`src/rtl/credit_rr_sched.sv`:
```
// Round-robin scheduler with a registered valid/ready grant stage and an
// up/down credit counter bounding in-flight work to C_CREDITS.
module credit_rr_sched #(
  parameter  int N_REQ     = 4,
  parameter  int C_CREDITS = 16,
  localparam int IDX_W     = $clog2(N_REQ),
  localparam int CRED_W    = $clog2(C_CREDITS + 1)
) (
  input  logic              clk,
  input  logic              rst_n,
  input  logic [N_REQ-1:0]  req_valid_i,
  output logic [N_REQ-1:0]  req_ready_o,
  input  logic              pause_i,
  output logic              grant_valid_o,
  output logic [IDX_W-1:0]  grant_idx_o,
  input  logic              grant_ready_i,
  input  logic              credit_return_i,
  output logic [CRED_W-1:0] credits_o,
  output logic              no_credit_o,
  output logic              idle_o,
  output logic              err_o
);

  localparam logic [CRED_W-1:0] CRED_FULL = CRED_W'(C_CREDITS);
  localparam logic [IDX_W-1:0]  PTR_INIT  = IDX_W'(N_REQ - 1);

  logic [IDX_W-1:0]  r_ptr;
  logic              r_gvalid;
  logic [IDX_W-1:0]  r_gidx;
  logic [CRED_W-1:0] r_credits;
  logic              r_no_credit;
  logic              r_err;

  logic              w_issue_ok;
  logic              w_found;
  logic [IDX_W-1:0]  w_win;
  logic [IDX_W-1:0]  w_cand;
  logic              w_xfer;
  logic              w_ret_ok;
  logic [CRED_W-1:0] w_cred_next;

  // Eligibility only looks at registered credits, so a return cannot open an issue slot early.
  assign w_issue_ok = rst_n && !pause_i && (r_credits != '0) && (!r_gvalid || grant_ready_i);

  always_comb begin
    w_found = 1'b0;
    w_win   = '0;
    w_cand  = '0;
    for (int k = 1; k <= N_REQ; k++) begin
      w_cand = IDX_W'((int'(r_ptr) + k) % N_REQ);
      if (!w_found && req_valid_i[w_cand]) begin
        w_found = 1'b1;
        w_win   = w_cand;
      end
    end
  end

  assign w_xfer = w_issue_ok && w_found;

  always_comb begin
    req_ready_o = '0;
    if (w_xfer) req_ready_o[w_win] = 1'b1;
  end

  // Returns at full capacity are dropped; they only raise the sticky error.
  assign w_ret_ok = credit_return_i && (r_credits != CRED_FULL);

  always_comb begin
    w_cred_next = r_credits;
    if (w_xfer && !w_ret_ok)
      w_cred_next = r_credits - 1'b1;
    else if (!w_xfer && w_ret_ok)
      w_cred_next = r_credits + 1'b1;
  end

  always_ff @(posedge clk) begin
    if (!rst_n) begin
      r_ptr       <= PTR_INIT;
      r_gvalid    <= 1'b0;
      r_gidx      <= '0;
      r_credits   <= CRED_FULL;
      r_no_credit <= 1'b0;
      r_err       <= 1'b0;
    end else begin
      r_credits   <= w_cred_next;
      r_no_credit <= (w_cred_next == '0);
      if (credit_return_i && (r_credits == CRED_FULL)) r_err <= 1'b1;
      if (w_xfer) begin
        r_ptr    <= w_win;
        r_gvalid <= 1'b1;
        r_gidx   <= w_win;
      end else if (grant_ready_i) begin
        r_gvalid <= 1'b0;
      end
    end
  end

  assign grant_valid_o = r_gvalid;
  assign grant_idx_o   = r_gidx;
  assign credits_o     = r_credits;
  assign no_credit_o   = r_no_credit;
  assign idle_o        = (r_credits == CRED_FULL) && !r_gvalid;
  assign err_o         = r_err;

endmodule

```
`config.mk`:
```
export PLATFORM = sky130hd
export DESIGN_NAME = credit_rr_sched
export DESIGN_NICKNAME = d
export VERILOG_FILES = /design/src/rtl/credit_rr_sched.sv
export SDC_FILE = /design/constraint.sdc
export NUM_CORES = 1
export LEC_CHECK = 0
export CORE_UTILIZATION = 30
export CTS_CLUSTER_DIAMETER = 120
export DETAILED_ROUTE_END_ITERATION = 10
export GPL_TIMING_DRIVEN = 1
export PLACE_DENSITY = 0.65
export SLEW_MARGIN = 15
export SYNTH_ARGS = -nofsm -noshare
export SYNTH_HDL_FRONTEND = slang
export SYNTH_SLANG_ARGS = --single-unit
```
`constraint.sdc`:
```
create_clock -name clk -period 2.52 [get_ports clk]
set_clock_uncertainty 0.2 [all_clocks]
set_input_delay 0.504 -clock clk [delete_from_list [all_inputs] [get_ports clk]]
set_output_delay 0.504 -clock clk [all_outputs]
set_load 0.01 [all_outputs]
```
==> results.txt <==
- Counting flops with a built-in enable in the synthesized netlist gives 0.
- Once detail routing completed, the nets flagged for antenna violations numbered 0.
- Hold path depth: 1
- First-pass GRT wire length: roughly 3300 um
* Largest net degree at the start of global routing: 13
* Initial core utilization: 33.2%
- CTS built an H-tree with a depth of 1.
- Summing all multi-input logic gate instances after layout gives around 550 um2.
- Fraction of the yosys area taken by sequential cells: a little under a third
* Hold path startpoint: err_o
- CTS Buf Count: 3
- Input and output buffers added on the ports amount to 23.
- Async set-or-reset flop fraction in the synthesized netlist: 0%
- Leakage Power: just over 0.0005 uW
- Counting distinct cell types in the post-synthesis netlist gives 32.
* Final cell count without fillers: between 150 and 200
- Area of the mapped netlist: between 700 and 800 um2
- Arrival time reported for the critical path endpoint: ~1800 ps
- Final critical-path required period: between 2000 and 2500 ps
* Ratio of cells with drive above 1 in the final layout: 31.9%
- The total area inside the core boundary comes to 2320 um2.
- The worst-case IR drop observed on VDD is 444 uV.
* Insertion delay of the later-clocked pin in the worst-skew pair: 280 ps
- Global routing used ~17% of the available tracks.
- Met3 demand-to-capacity share in global routing: a little under 3%
- Worst r2r src: credits_o[1]
- Sort of element at the start of the critical path: register
- Worst min path class: register to register
* Top-level port count: 24
* Final net count: around 150
- The repair_antennas step left the layout with diodes totalling 0.
- The count of final hold-check violations is 0.
- The synthesized netlist devotes between 10% and 20% of its cell area to compound gates.
- Across the run, the number of max-cap violations was 0.
* Adder and majority gate portion of the synthesized area: approximately 5%
- CTS tree: yes
* Busiest layer in global routing: met2
- Synthesis produced ~90 cells.
- Across all register-to-register paths, the minimum setup slack is 150 ps.
- HPWL after detailed placement: 1560 um
- Setup repair after global routing could not meet its margin everywhere.
- Share of the synthesized netlist area taken by xor and xnor gates: under 10%
- Average size of a mapped cell: 8.46 um2
- Post-synth net total: between 100 and 150
- Slew @ Worst Pin: ~310 ps
* Post-synthesis sequential element count: 12
- Placed Cells: 152
- Die width: between 50 and 60 um
- In the routed layout, each cell is associated on average with a via count of roughly 5.0.
- Areal power density over the cells: roughly 850 nW/um2
- Clock sink count: 12
- CP max FO: 3
- Measured in cells, the most critical reg-to-reg path has a length of 11.
- Worst setup path class: register to output port
* Max clock buf depth: 2
* Chip Height: approximately 53 um
- Summed over all layers, the global routing overflow is 0.
- Detailed Routing Iterations Pass 1: 4
* Largest family of logic cells by synthesized area: simple AND/OR/NAND/NOR gates
* Mux share of post-synthesis cell area: between 2 and 3%
- Met2 Use GR: around 28%
- Static timing analysis puts the maximum clock frequency at 0.406 GHz.
- CTS Hold Buffers Added: 0
* Fraction of the core area covered by cells at the end of the flow: a little over half
* Pins Over Slew Limit: 0
- The via count of the first global-routing pass came to about 790.
* Period utilization: a little over nine tenths
* Met1 capacity usage during global routing: between 10% and 20%
* Clock transition at the registers of the reported paths: around 80 ps
* Area enclosed by the die boundary: between 2000 and 3000 um2
- The path with the worst hold slack has its endpoint at err_o.
- Sort of element at the end of the critical path: output port
* Routability congestion estimate: about 0.78
* Number of setup violations in the final report: 0
* Worst EP required: around 1800 ps
* Routed vias: between 800 and 900
- Run status: completed
* Register area: between 200 and 250 um2
- Average detailed-routed wire length per instance: between 10 and 15 um
- Destination of the worst register-to-register timing path: no_credit_o
- Number of DRC markers after the initial detailed-route iteration: 7
- Drc violations: 0
- CTS Root Cell: clkbuf_4
- Total wire length after detailed routing: roughly 2100 um
- Simple-Gate Fraction of Synth Area: 38.2%
- Syn-to-layout area delta: 59.2%
* Tightest slew margin relative to the limit: between 70% and 80%
- After floorplanning, the core was divided into 17 placement rows.
* Initial antenna violation count: 0
- Synthesis Warnings: 0
* Most used flip-flop cell after synthesis: dfxtp_1
- Filler instances: around 220
[how the worst max path moves through the flow]
stage / cells after the start / slack (ps) / end / start
after floorplan: 7 / 20 / req_ready_o[0] / credits_o[0]
after global placement: 6 / -460 / req_ready_o[3] / rst_n
after detailed placement: 6 / -480 / req_ready_o[3] / rst_n
after CTS: 8 / 10 / req_ready_o[3] / credits_o[1]
after global routing: 8 / -20 / req_ready_o[0] / credits_o[0]
final: 8 / 60 / req_ready_o[1] / credits_o[0]
[synth_stat cells, types with 3 or more instances]
cell type,instances,area (um2)
dfxtp_1,12,240
nor2_1,8,30.0
o21ai_0,7,35.0
nand2_1,6,22.5
nand2b_1,6,37.5
a21oi_1,5,25.0
and2_1,5,31.3
xnor2_1,4,35.0
ha_1,3,37.5
nand3_1,3,15.0
[registers in the layout (all words and copies together), names as in the netlist]
signal,flops
credits_o,5
err_o,1
grant_idx_o,2
grant_valid_o,1
no_credit_o,1
r_ptr,2
[per-layer routing]
layer	vias up	share of wire (%)
li1	409	-
met1	386	45
met2	16	49
met3	5	3.0
met4	0	2.5
met5	-	0
[worst max-delay path, stage by stage, from the launching register on]
cell	delay, ps
dfxtp_2	350
inv_2	40
ha_2	200
nor4b_4	140
nor4_4	280
buf_4	150
nand2_2	50
a21oi_2	120
buf_2	140
[report_power, final]
| part | switching [uW] | leakage [uW] | internal, uW |
|---|---|---|---|
| logic | 283 | 0.000391 | 333 |
| clock network | 74.5 | 0.0000210 | 88.0 |
| registers | 30.5 | 0.0000992 | 233 |
[layout by cell type (no fill, tap or decap), types with 3 or more instances in the layout]
| master | synthesis | final |
|---|---|---|
| buf_4 | 0 | 20 |
| clkdlybuf4s50_1 | 0 | 14 |
| dfxtp_1 | 12 | 10 |
| nor2_1 | 8 | 8 |
| nand2b_1 | 6 | 5 |
| o21ai_0 | 7 | 5 |
| nand2_1 | 6 | 5 |
| and2_1 | 5 | 5 |
| dlygate4sd2_1 | 0 | 5 |
| xnor2_1 | 4 | 4 |
| buf_2 | 2 | 4 |
| a21oi_2 | 0 | 3 |
| nand3_1 | 3 | 3 |
| clkbuf_4 | 0 | 3 |
[repair_timing]
item / CTS / global route
gates resized for setup: 25 / 6
hold endpoints to repair: 0 / 0
setup buffers: 5 / 2
endpoints found under the setup margin: 4 / 5
pin swaps: 4 / 1
gates cloned: 0 / 0
[kinds of logic after synthesis]
logic type / after synthesis
adders and majority gates: 3
xor gates and xnor gates: 5
AOI/OAI and AO/OA: 19
muxes: 2
and+or+nand+nor: 45
DFF: 12
buffers and inverters: 5
[area by class of cell]
cell class                      instances  area share, %
Multi-Input combinational cell         74           44.8
Timing Repair Buffer                   43           28.9
Sequential cell                        12           19.8
Clock buffer                            4           2.96
Tap cell                               28           2.86
Inverter                                2          0.613
[metrics by stage]
step	cell area, um2	setup TNS (ps)	total power, uW	hold slack [ps]	worst slack (ps)
global placement	1120	-2020	814	251	-457
floorplan	778	0	590	295	17.1
detailed placement	1120	-2450	833	271	-483
global route	1220	-70.4	1110	332	-19.7
CTS	1200	0	1020	291	13.6
finish	1220	0	1040	282	58.9
Note: power is estimated with default switching activity, not from simulation.
